File: config.mk
export PLATFORM = sky130hd
export DESIGN_NAME = rsp_pkt_arb
export DESIGN_NICKNAME = d
export VERILOG_FILES = /design/src/rtl/rsp_pkt_arb.sv
export SDC_FILE = /design/constraint.sdc
export NUM_CORES = 1
export LEC_CHECK = 0
export BUFFER_PORTS_ARGS = -buffer_cell sky130_fd_sc_hd__clkbuf_2
export CORE_MARGIN = 2
export CORE_UTILIZATION = 30
export CTS_BUF_LIST = sky130_fd_sc_hd__clkbuf_16
export CTS_CLUSTER_DIAMETER = 200
export CTS_CLUSTER_SIZE = 14
export DETAILED_ROUTE_END_ITERATION = 12
export GPL_TIMING_DRIVEN = 0
export PLACE_DENSITY_LB_ADDON = 0.15
export SYNTH_ARGS = -nofsm -noshare
export SYNTH_HDL_FRONTEND = slang
export SYNTH_SLANG_ARGS = --single-unit
File: constraint.sdc
create_clock -name clk -period 3.4 [get_ports clk]
set_input_delay 0.17 -clock clk [delete_from_list [all_inputs] [get_ports clk]]
set_output_delay 0.17 -clock clk [all_outputs]
set_load 0.05 [all_outputs]
File: src/rtl/rsp_pkt_arb.sv
`default_nettype none
// rsp_pkt_arb: packet-aware round-robin arbiter sharing the NOC response port among NSRC
// show-ahead p2n FIFOs; a grant is held for a whole packet and released on its last word.
module rsp_pkt_arb #(
  parameter int NSRC = 4,
  parameter int DW   = 8
) (
  input  logic                   clk,
  input  logic                   reset,
  input  logic [NSRC*(DW+1)-1:0] src_word,
  input  logic [NSRC-1:0]        src_empty,
  output logic [NSRC-1:0]        src_pop,
  output logic                   noc_from_dev_ctl,
  output logic [DW-1:0]          noc_from_dev_data,
  output logic [NSRC-1:0]        grant,
  output logic                   busy,
  output logic                   hdr_err,
  output logic                   underrun
);
  localparam int PW = $clog2(NSRC);
  localparam logic [2:0] OP_WR  = 3'b100;
  localparam logic [2:0] OP_MSG = 3'b101;
  localparam logic [2:0] OP_RD  = 3'b011;

  typedef enum logic [0:0] {IDLE = 1'b0, XFER = 1'b1} state_t;

  state_t        state;
  logic [PW-1:0] rr_ptr;
  logic [PW-1:0] owner;
  logic [8:0]    rem;
  logic          len_phase;

  logic [DW:0]   words [NSRC];

  for (genvar gi = 0; gi < NSRC; gi++) begin : g_words
    assign words[gi] = src_word[gi*(DW+1) +: DW+1];
  end

  // Round-robin scan starting just after the last packet owner.
  logic          found;
  logic [PW-1:0] pick;
  logic [PW-1:0] idx;
  always_comb begin
    found = 1'b0;
    pick  = '0;
    idx   = '0;
    for (int i = 1; i <= NSRC; i++) begin
      idx = PW'((int'(rr_ptr) + i) % NSRC);
      if (!found && !src_empty[idx]) begin
        found = 1'b1;
        pick  = idx;
      end
    end
  end

  logic [PW-1:0] sel;
  logic [DW:0]   head;
  logic          pop_any;
  logic          is_hdr;
  logic          fwd;
  logic [8:0]    hdr_len;
  logic [8:0]    len_val;
  logic          hdr_rd;
  logic          hdr_bad;
  logic          last_pop;
  always_comb begin
    sel     = (state == IDLE) ? pick : owner;
    head    = words[sel];
    pop_any = !reset && ((state == IDLE) ? found : !src_empty[owner]);
    is_hdr  = head[DW] && (head[DW-1:0] != '0);
    // Junk words popped while idle are dropped, not forwarded.
    fwd     = pop_any && ((state == XFER) || is_hdr);
    src_pop = pop_any ? (NSRC'(1) << sel) : '0;
    hdr_len = 9'd0;
    hdr_rd  = 1'b0;
    hdr_bad = 1'b0;
    case (head[2:0])
      OP_WR:   hdr_len = 9'd4;
      OP_MSG:  hdr_len = 9'd5;
      OP_RD: begin
        hdr_len = 9'd2;
        hdr_rd  = 1'b1;
      end
      default: hdr_bad = 1'b1;
    endcase
    len_val  = 9'(head[DW-1:0]);
    last_pop = (len_phase && rem == 9'd1) ? (len_val == 9'd0) : (rem == 9'd1);
  end

  always_ff @(posedge clk or posedge reset) begin
    if (reset) begin
      state             <= IDLE;
      rr_ptr            <= PW'(NSRC - 1);
      owner             <= '0;
      rem               <= '0;
      len_phase         <= 1'b0;
      noc_from_dev_ctl  <= 1'b1;
      noc_from_dev_data <= '0;
      grant             <= '0;
      busy              <= 1'b0;
      hdr_err           <= 1'b0;
      underrun          <= 1'b0;
    end else begin
      hdr_err           <= 1'b0;
      underrun          <= 1'b0;
      noc_from_dev_ctl  <= fwd ? head[DW] : 1'b1;
      noc_from_dev_data <= fwd ? head[DW-1:0] : '0;
      case (state)
        IDLE: begin
          // grant/busy stay aligned with the output word, so they clear one cycle after XFER ends.
          grant <= '0;
          busy  <= 1'b0;
          if (pop_any) begin
            if (!is_hdr || hdr_bad) hdr_err <= 1'b1;
            if (is_hdr) begin
              rr_ptr <= pick;
              if (!hdr_bad) begin
                state     <= XFER;
                owner     <= pick;
                grant     <= src_pop;
                busy      <= 1'b1;
                rem       <= hdr_len;
                len_phase <= hdr_rd;
              end
            end
          end
        end
        XFER: begin
          if (!pop_any) begin
            underrun <= 1'b1;
          end else begin
            if (len_phase && rem == 9'd1) begin
              rem       <= len_val;
              len_phase <= 1'b0;
            end else begin
              rem <= rem - 9'd1;
            end
            if (last_pop) state <= IDLE;
          end
        end
        default: state <= IDLE;
      endcase
    end
  end
endmodule
`default_nettype wire

==> run_results.csv, run 1 <==
group,metric,value,unit
placed_design,globalplace.congestion,0.805,
clock_network,clock_latency,0.27,ns
global_routing,grt_pass1_wl,10400,um
logic_synthesis,avgSynthCellArea,9.39,um^2
floorplanning,die_h,89.4,um
route,finalWirelength,6270,um
sta,finalHoldViolations,0,
route,drt_iter0_drc,152,
route,vias,2143,
cells_and_area,diodes,0,
floorplanning,core,7180,um^2
cells_and_area,layout.cells.non_filler,400,
setup_path,crit_arrival,3.39,ns
global_routing,grt_max_degree,33,
placed_design,io_buffers,59,
placed_design,placed_cells,391,
sta,rsz0062_at_grt,"false",
logic_synthesis,ys_warn_count,0,
sta,finalSetupViolations,0,
cells_and_area,fin_nets,345,
power_and_ir_drop,powerDensity,960,nW/um^2
logic_synthesis,synth_ff_type,"dfrtp_1",
setup_path,start_kind,"flop",
sta,tightestPinTransition,0.706,ns
clock_network,clockBufferDepth,2,
clock_network,clockRootBuffer,"clkbuf_16",
power_and_ir_drop,p_leak,1.26,nW
sta,maxSlewHeadroom,52.5,%
logic_synthesis,yosysSeqAreaShare,35.6,%
setup_path,cp-end-kind,"flop",
placed_design,hpwlAfterDp,4790,um
clock_network,htree_levels,2,
global_routing,grt_overflow,0,
sta,fin_crit_sh,95.2,%
hold_path,holdCritPathClass,"input pin to flop",
hold_path,whs_path_depth,4,
logic_synthesis,synth_cell_types,58,
logic_synthesis,synth-edff-count,0,
cells_and_area,layout_commonest_cell,"clkbuf_2",
clock_network,cts_buffers,5,
floorplanning,rows,31,
setup_path,path_max_fanout,9,
route,wl_per_cell,15.7,um
setup_path,required,3.55,ns
hold_path,whs_endpoint,"noc_from_dev_data[6]",
job,maxCapViolCount,0,
power_and_ir_drop,peakVddDrop,0.410,mV
route,ant_nets,0,
route,avgViaCountPerCell,5.36,
run_status,status,"complete, no violations",
route,route.detailed.drc,0,
clock_network,cts_tree,"yes",
cells_and_area,drive_gt1_share,32.9,%
floorplanning,dieArea,7990,um^2
clock_network,clkTransAtPathRegs,0.05,ns
global_routing,grtUsageTotal,16.9,%
route,dr.pass1.iters,5,
sta,drv_slew,0,
logic_synthesis,ys_seq_elements,31,
logic_synthesis,synthArstFlopShare,100,%
clock_network,clock_sinks,31,
cells_and_area,final_util,38.9,%
global_routing,grt_antenna_before_repair,0,
hold_path,hold_start,"src_word[33]",
cells_and_area,fillers,750,
sta,layout_min_cycle_time,3.24,ns
cells_and_area,final_cell_mix,"60 x clkbuf_2, 28 x dfrtp_1, 20 x nand2_1",
setup_path,timing_worst_setup_path_type,"flop to flop",
sta,finalClockSkew,0.00162,ns
floorplanning,start_util,30.5,%
floorplanning,dieWidth,89.4,um
logic_synthesis,synth_nets,277,
setup_path,rr_endpoint,"owner[1]",
sta,whs,0.318,ns
logic_synthesis,syn_inst,233,
setup_path,reg2regPathDepth,8,
global_routing,first_global_vias,2123,
logic_synthesis,synth.cell_area,2190,um^2
setup_path,rrSetupSlack,0.16,ns
floorplanning,ios,62,
sta,max_freq,309,MHz
cells_and_area,area_growth,27.6,%
setup_path,crit-reg2reg-launch,"rr_ptr[1]",
## logic make-up after synthesis
kind of cell | after synthesis | synth area share, %
AOI/OAI and AO/OA | 64 | 24.5
DFF | 31 | 35.6
and+or+nand+nor | 89 | 21.2
adders and majority gates | 2 | 1.14
muxes | 25 | 12.8
buffers and inverters | 22 | 4.75
## synth_stat cells (4+ instances only)
cell      instances  share of area [%]
nor3_1            5                1.1
nor2b_1           7                2.0
mux2_2           13                6.7
a32o_1            4                1.8
nand3_1          10                2.3
dfrtp_1          28                 32
nor2_1           16                2.7
a21o_1            5                1.7
mux2i_1          11                5.0
a211oi_1          4                1.4
clkbuf_1          7                1.2
buf_2             5                1.1
nand2_1          20                3.4
o21ai_0           6                1.4
a222oi_1          8                3.7
nor4_1            6                1.7
inv_1             7                1.2
and2_1            8                2.3
a31oi_1           4                1.1
## power breakdown
group | internal [mW] | switching, mW | leakage [nW]
clock | 0.262 | 0.144 | 0.0671
sequential | 0.510 | 0.106 | 0.368
combinational | 0.615 | 1.05 | 0.821
## worst max-delay path, cell delays in order, from the launching register on
cell      delay [ns]
dfstp_2         0.59
or3b_1          0.42
a31o_4          0.29
a222oi_1        0.34
mux2i_1         0.25
or2_1           0.29
buf_6           0.13
a21oi_2         0.40
mux2_2          0.40
## per-stage QoR
step                      instance area, um^2  setup TNS, ns  setup WS, ns  total power [mW]
after global routing                     2790              0       0.00879              2.89
final                                    2790              0         0.163              2.68
after global placement                   2610         -0.986        -0.132              2.25
after detailed placement                 2610         -0.935        -0.125              2.26
after CTS                                2750              0        0.0116              2.69
after floorplan                          2190              0         0.497              1.85
## worst max path at each step
stage	from	endpoint	slack, ns	cells after the start
floorplan	rr_ptr[1]	rem[7]	0.50	9
global placement	rr_ptr[1]	noc_from_dev_data[3]	-0.13	8
detailed placement	rr_ptr[1]	noc_from_dev_data[5]	-0.13	8
finish	rr_ptr[1]	owner[1]	0.16	8
global route	rr_ptr[1]	owner[1]	0.009	8
CTS	rr_ptr[1]	rem[4]	0.01	9
## registers in the layout, indices dropped and copies added, names as in the netlist
register and cells:
hdr_err 1, state 1, rr_ptr 2, noc_from_dev_ctl 1
owner 2, rem 9, len_phase 1, noc_from_dev_data 8
busy 1, grant 4, underrun 1
## area by class of cell
class / count / area (um^2) / share of cell area [%]
sequential: 31 / 779 / 27.9
timing repair buffer: 61 / 333 / 11.9
tap: 99 / 124 / 4.44
multi-input combinational: 180 / 1320 / 47.2
clock inverter: 2 / 8.76 / 0.314
clock buffer: 5 / 125 / 4.48
inverter: 7 / 26.3 / 0.941
buffer: 15 / 78.8 / 2.82
## layer usage
metal | routed length, um | vias up | global-route usage (%)
met4 | 86 | 0 | 4.61
met2 | 2850 | 60 | 28.5
met1 | 3030 | 1035 | 22.1
li1 | - | 1039 | -
met5 | 0 | - | 0
met3 | 311 | 9 | 3.32
## what timing repair did
action                     4_1_cts  5_1_grt
resized for setup                1        2
buffers inserted                 0        0
hold endpoints to repair         0       13
hold buffers                     0        1
setup endpoints to repair        8       11
(Power assumes the default switching activity.)
==> run 2: changes to the inputs <==
CORE_ASPECT_RATIO = 1.4   (was not set)
GPL_ROUTABILITY_DRIVEN = 0   (was not set)
==> run 2 against run 1 <==
  * Fmax down 0.14%
  * Register-to-register slack barely moved
  * Critical path depth stayed put
  * Power is 4.1% higher
  * Utilization is 1.0 points higher
  * Clock skew increased by 0.0076 ns
  * Cell count is 0.75% lower
  * Wire length up 7.4%
  * Via count rose by 0.33%
==> run_results.csv, run 2 (synthesis gave the netlist of run 1 again) <==
group,metric,value,unit
setup_path,cp-end-kind,"flop",
power_and_ir_drop,powerDensity,995,nW/um^2
clock_network,cts_tree,"yes",
run_status,status,"complete, no violations",
floorplanning,dieWidth,76.2,um
power_and_ir_drop,p_sw_share,47.5,%
setup_path,crit-reg2reg-launch,"rr_ptr[1]",
floorplanning,ios,62,
global_routing,grt_antenna_before_repair,0,
hold_path,hold_start,"src_word[33]",
cells_and_area,largest_reg_flops,9,
global_routing,grtUsageTotal,17.1,%
global_routing,first_global_vias,2109,
route,finalWirelength,6740,um
setup_path,crit_arrival,3.40,ns
clock_network,clockRootBuffer,"clkbuf_16",
clock_network,clkTransAtPathRegs,0.06,ns
setup_path,cp_slowest_stage_delay,0.60,ns
route,drt_iter0_drc,97,
clock_network,clockBufferDepth,2,
sta,max_freq,308,MHz
cells_and_area,final_cell_mix,"59 x clkbuf_2, 28 x dfrtp_1, 20 x nand2_1",
global_routing,grt_pass1_wl,10800,um
cells_and_area,diodes,0,
route,dr.pass1.iters,4,
floorplanning,rows,36,
sta,drv_slew,0,
cells_and_area,layout.cells.non_filler,397,
power_and_ir_drop,p_int,1.46,mW
power_and_ir_drop,p_sw,1.33,mW
power_and_ir_drop,peakVddDrop,0.445,mV
sta,fin_crit_sh,95.3,%
floorplanning,core,7030,um^2
placed_design,hpwlAfterDp,5110,um
sta,finalHoldViolations,0,
power_and_ir_drop,p_leak,1.26,nW
power_and_ir_drop,total_power,2.79,mW
setup_path,cp_cell_sequence,"or3b_1 > a31o_4 > a222oi_1 > mux2i_1 > or2_1 > buf_6 > a21oi_2 > mux2_2",
floorplanning,die_h,105,um
placed_design,dp_slack,0.0653,ns
job,maxCapViolCount,0,
hold_path,whs_path_depth,4,
setup_path,critPathSlowestCell,"dfstp_2",
sta,layout_min_cycle_time,3.24,ns
sta,maxSlewHeadroom,52.3,%
cells_and_area,fin_nets,345,
route,avgViaCountPerCell,5.42,
sta,rsz0062_at_grt,"false",
floorplanning,start_util,31.1,%
route,route.detailed.drc,0,
hold_path,whs_endpoint,"noc_from_dev_data[6]",
placed_design,placed_cells,387,
cells_and_area,drive_gt1_share,32.8,%
power_and_ir_drop,power_frac_clock,18.1,%
sta,finalSetupViolations,0,
sta,finalClockSkew,0.00924,ns
global_routing,grt_max_degree,33,
cells_and_area,area_growth,28.2,%
setup_path,required,3.56,ns
setup_path,timing_worst_setup_path_type,"flop to flop",
power_and_ir_drop,pwr-share-seq,22.1,%
cells_and_area,layout_commonest_cell,"clkbuf_2",
setup_path,rr_endpoint,"owner[1]",
power_and_ir_drop,pwr-share-comb,59.8,%
hold_path,holdCritPathClass,"input pin to flop",
cells_and_area,top_regs,"rem x9, noc_from_dev_data x8, grant x4",
clock_network,clock_latency,0.28,ns
setup_path,rrSetupSlack,0.16,ns
route,wl_per_cell,17.0,um
sta,tightestPinTransition,0.708,ns
sta,setup_slack,0.158,ns
global_routing,grt_overflow,0,
cells_and_area,final_util,39.9,%
floorplanning,dieArea,8000,um^2
clock_network,clock_sinks,31,
setup_path,path_max_fanout,9,
clock_network,cts_buffers,5,
clock_network,post_cts_buffers,0,
placed_design,io_buffers,59,
setup_path,reg2regPathDepth,8,
setup_path,start_kind,"flop",
clock_network,htree_levels,2,
route,ant_nets,0,
cells_and_area,regMostFlops,"rem",
sta,fin_setup_tns,0,ns
route,vias,2150,
-- run 2: power by group through the flow --
stage / Sequential [mW] / Combinational (mW) / Clock, mW
5_1_grt: 0.638 / 1.81 / 0.531
3_5_place_dp: 0.622 / 1.65 / 0
4_1_cts: 0.616 / 1.66 / 0.515
3_3_place_gp: 0.620 / 1.64 / 0
6_report: 0.617 / 1.67 / 0.504
2_1_floorplan: 0.781 / 1.07 / 0
-- run 2: cell type report --
cell class / instances / area, um^2
clock buffer: 5 / 125
buffer: 15 / 77.6
clock inverter: 3 / 38.8
fill: 751 / 4220
tap: 95 / 119
timing repair buffer: 61 / 325
inverter: 7 / 26.3
sequential: 31 / 779
multi-input combinational: 180 / 1320
-- run 2: worst max path at each step --
stage               cells after the start  startpoint                   end
floorplan                               9   rr_ptr[1]                rem[7]
global placement                        7   rr_ptr[1]  noc_from_dev_data[3]
detailed placement                      7   rr_ptr[1]  noc_from_dev_data[0]
CTS                                     7   rr_ptr[1]  noc_from_dev_data[3]
global route                            8   rr_ptr[1]              owner[1]
finish                                  8   rr_ptr[1]              owner[1]
-- run 2: worst max-delay path, delay by kind of cell, from the launching register on --
kind | cells | cell delay [ns]
AOI/OAI and AO/OA | 3 | 1.02
buffers and inverters | 1 | 0.13
DFF | 1 | 0.60
muxes | 2 | 0.67
and+or+nand+nor | 2 | 0.71
-- run 2: repair_timing --
item / CTS / global route
hold buffers: 0 / 1
endpoints found under the hold margin: 0 / 4
setup endpoints to repair: 0 / 8
gates resized for setup: 0 / 2
-- run 2: through the flow --
stage / area (um^2) / hold WS, ns
after floorplan: 2190 / 0.280
after global placement: 2600 / 0.465
after detailed placement: 2600 / 0.469
after CTS: 2770 / 0.264
after global routing: 2810 / 0.323
final: 2810 / 0.320
-- run 2: metal layers --
metal | vias to the layer above | share of wire (%) | track usage [%]
met5 | - | 0 | 0
met4 | 0 | 2.4 | 6.88
met3 | 12 | 2.7 | 2.16
met2 | 45 | 55 | 32.3
met1 | 1051 | 40 | 19.3
li1 | 1042 | - | -
==> run 3: changes to the inputs <==
CAP_MARGIN = 30   (was not set)
RECOVER_POWER = 25   (was not set)
==> run 3 against run 2 <==
  * The flow now finishes with violations (hold timing)
  * Fmax is 1.7% higher
  * Largest power group unchanged
  * Die area did not move
  * Critical path type unchanged
  * Worst hold slack lost 0.33 ns
  * Critical path depth is 1 higher
  * Utilization is 0.23 points lower
==> run_results.csv, run 3 (synthesis gave the netlist of run 1 again) <==
group,metric,value,unit
route,wl_per_cell,17.0,um
sta,whs,-0.0138,ns
setup_path,crit_family,"compound AO/OA/AOI/OAI gates",
sta,finalHoldViolations,14,
hold_path,holdCritPathClass,"input pin to asynchronous set/reset pin",
global_routing,first_global_vias,2150,
setup_path,crit_arrival,3.35,ns
floorplanning,dieArea,8000,um^2
route,route.detailed.drc,0,
clock_network,clockBufferDepth,2,
setup_path,path_buf_inv,2,
clock_network,htree_levels,2,
floorplanning,rows,36,
clock_network,clock_latency,0.28,ns
clock_network,clock_sinks,31,
run_status,violations,"hold timing",
setup_path,path_common_cell,"buf_6",
route,routed-wl-met2,3610,um
setup_path,timing_worst_setup_path_type,"flop to flop",
setup_path,cp_slowest_stage_delay,0.60,ns
floorplanning,core,7030,um^2
sta,fin_setup_tns,0,ns
route,finalWirelength,6710,um
route,drt_iter0_drc,127,
sta,drv_slew,0,
clock_network,cts_resized,0,
sta,fin_crit_sh,93.8,%
route,vias,2162,
cells_and_area,drive_gt1_share,32.6,%
clock_network,cts_tree,"yes",
sta,maxSlewHeadroom,39.8,%
clock_network,cts_buffers,5,
placed_design,dp_slack,0.0235,ns
setup_path,crit-reg2reg-launch,"rr_ptr[1]",
clock_network,cts_hold_buf,0,
route,dr.pass1.iters,4,
cells_and_area,layout_commonest_cell,"clkbuf_2",
setup_path,rrSetupSlack,0.21,ns
global_routing,grt_pass1_wl,10800,um
placed_design,hpwlAfterDp,5150,um
cells_and_area,final_util,39.7,%
floorplanning,die_h,105,um
clock_network,clkTransAtPathRegs,0.06,ns
sta,rsz0062_at_grt,"false",
floorplanning,dieWidth,76.2,um
setup_path,critPathSlowestCell,"dfstp_2",
route,ant_nets,0,
run_status,status,"finished, violations left",
cells_and_area,area_growth,27.5,%
power_and_ir_drop,peakVddDrop,0.398,mV
route,highest_layer,"met4",
setup_path,cp_cell_sequence,"or3b_1 > a31o_4 > a222oi_1 > mux2i_2 > or2_1 > buf_6 > a31o_1 > buf_6 > a2111o_1",
placed_design,io_buffers,59,
global_routing,grt_overflow,0,
setup_path,reg2regPathDepth,9,
power_and_ir_drop,powerDensity,1010,nW/um^2
sta,finalSetupViolations,0,
global_routing,grtUsageTotal,17.2,%
sta,finalClockSkew,0.00781,ns
cells_and_area,fillers,747,
sta,max_freq,314,MHz
sta,tightestPinTransition,0.904,ns
route,met1_length,2720,um
route,wl_met3,177,um
floorplanning,ios,62,
setup_path,cp-end-kind,"flop",
sta,setup_slack,0.212,ns
job,maxCapViolCount,0,
cells_and_area,regMostFlops,"rem",
global_routing,grt_max_degree,18,
setup_path,start_kind,"flop",
cells_and_area,top_regs,"rem x9, noc_from_dev_data x8, grant x4",
cells_and_area,fin_nets,344,
setup_path,required,3.56,ns
global_routing,grt_antenna_before_repair,0,
cells_and_area,final_cell_mix,"58 x clkbuf_2, 28 x dfrtp_1, 20 x nand2_1",
clock_network,clockRootBuffer,"clkbuf_16",
power_and_ir_drop,p_leak,1.24,nW
floorplanning,start_util,31.1,%
setup_path,rr_endpoint,"rem[7]",
setup_path,path_max_fanout,10,
route,avgViaCountPerCell,5.46,
cells_and_area,diodes,0,
cells_and_area,largest_reg_flops,9,
clock_network,post_cts_buffers,0,
sta,layout_min_cycle_time,3.19,ns
## run 3: final cells by class
type,count,area (um^2),share of cell area (%)
Timing Repair Buffer,60,298,10.7
Tap cell,95,119,4.26
Multi-Input combinational cell,180,1330,47.5
Clock buffer,5,125,4.48
Inverter,7,26.3,0.942
Buffer,15,77.6,2.78
Sequential cell,31,779,27.9
Clock inverter,3,38.8,1.39
## run 3: per-stage QoR
step / hold WS, ns / power, mW / area [um^2] / std cells
finish: -0.0138 / 2.81 / 2790 / 396
global route: 0.0814 / 3.00 / 2790 / 396
CTS: 0.0575 / 2.79 / 2790 / 396
detailed placement: 0.356 / 2.28 / 2630 / 388
global placement: 0.465 / 2.26 / 2600 / 387
floorplan: 0.280 / 1.85 / 2190 / 233
## run 3: worst max path at each step
stage / startpoint / to / cells after the start
2_1_floorplan: rr_ptr[1] / rem[7] / 9
3_3_place_gp: rr_ptr[1] / noc_from_dev_data[3] / 7
3_5_place_dp: rr_ptr[1] / noc_from_dev_data[0] / 7
4_1_cts: rr_ptr[1] / noc_from_dev_data[3] / 7
5_1_grt: rr_ptr[1] / noc_from_dev_data[3] / 7
6_report: rr_ptr[1] / rem[7] / 9
## run 3: report_power, final
part	internal [mW]	total [mW]	switching, mW
Combinational	0.618	1.69	1.07
Clock	0.341	0.504	0.162
Sequential	0.509	0.617	0.108
Total	1.47	2.81	1.34
## run 3: routing by layer
metal  GRT usage [%]  vias up
met5               0        -
met4            8.18        0
met3            2.33       16
met2            32.0       50
met1            19.1     1063
li1                -     1033
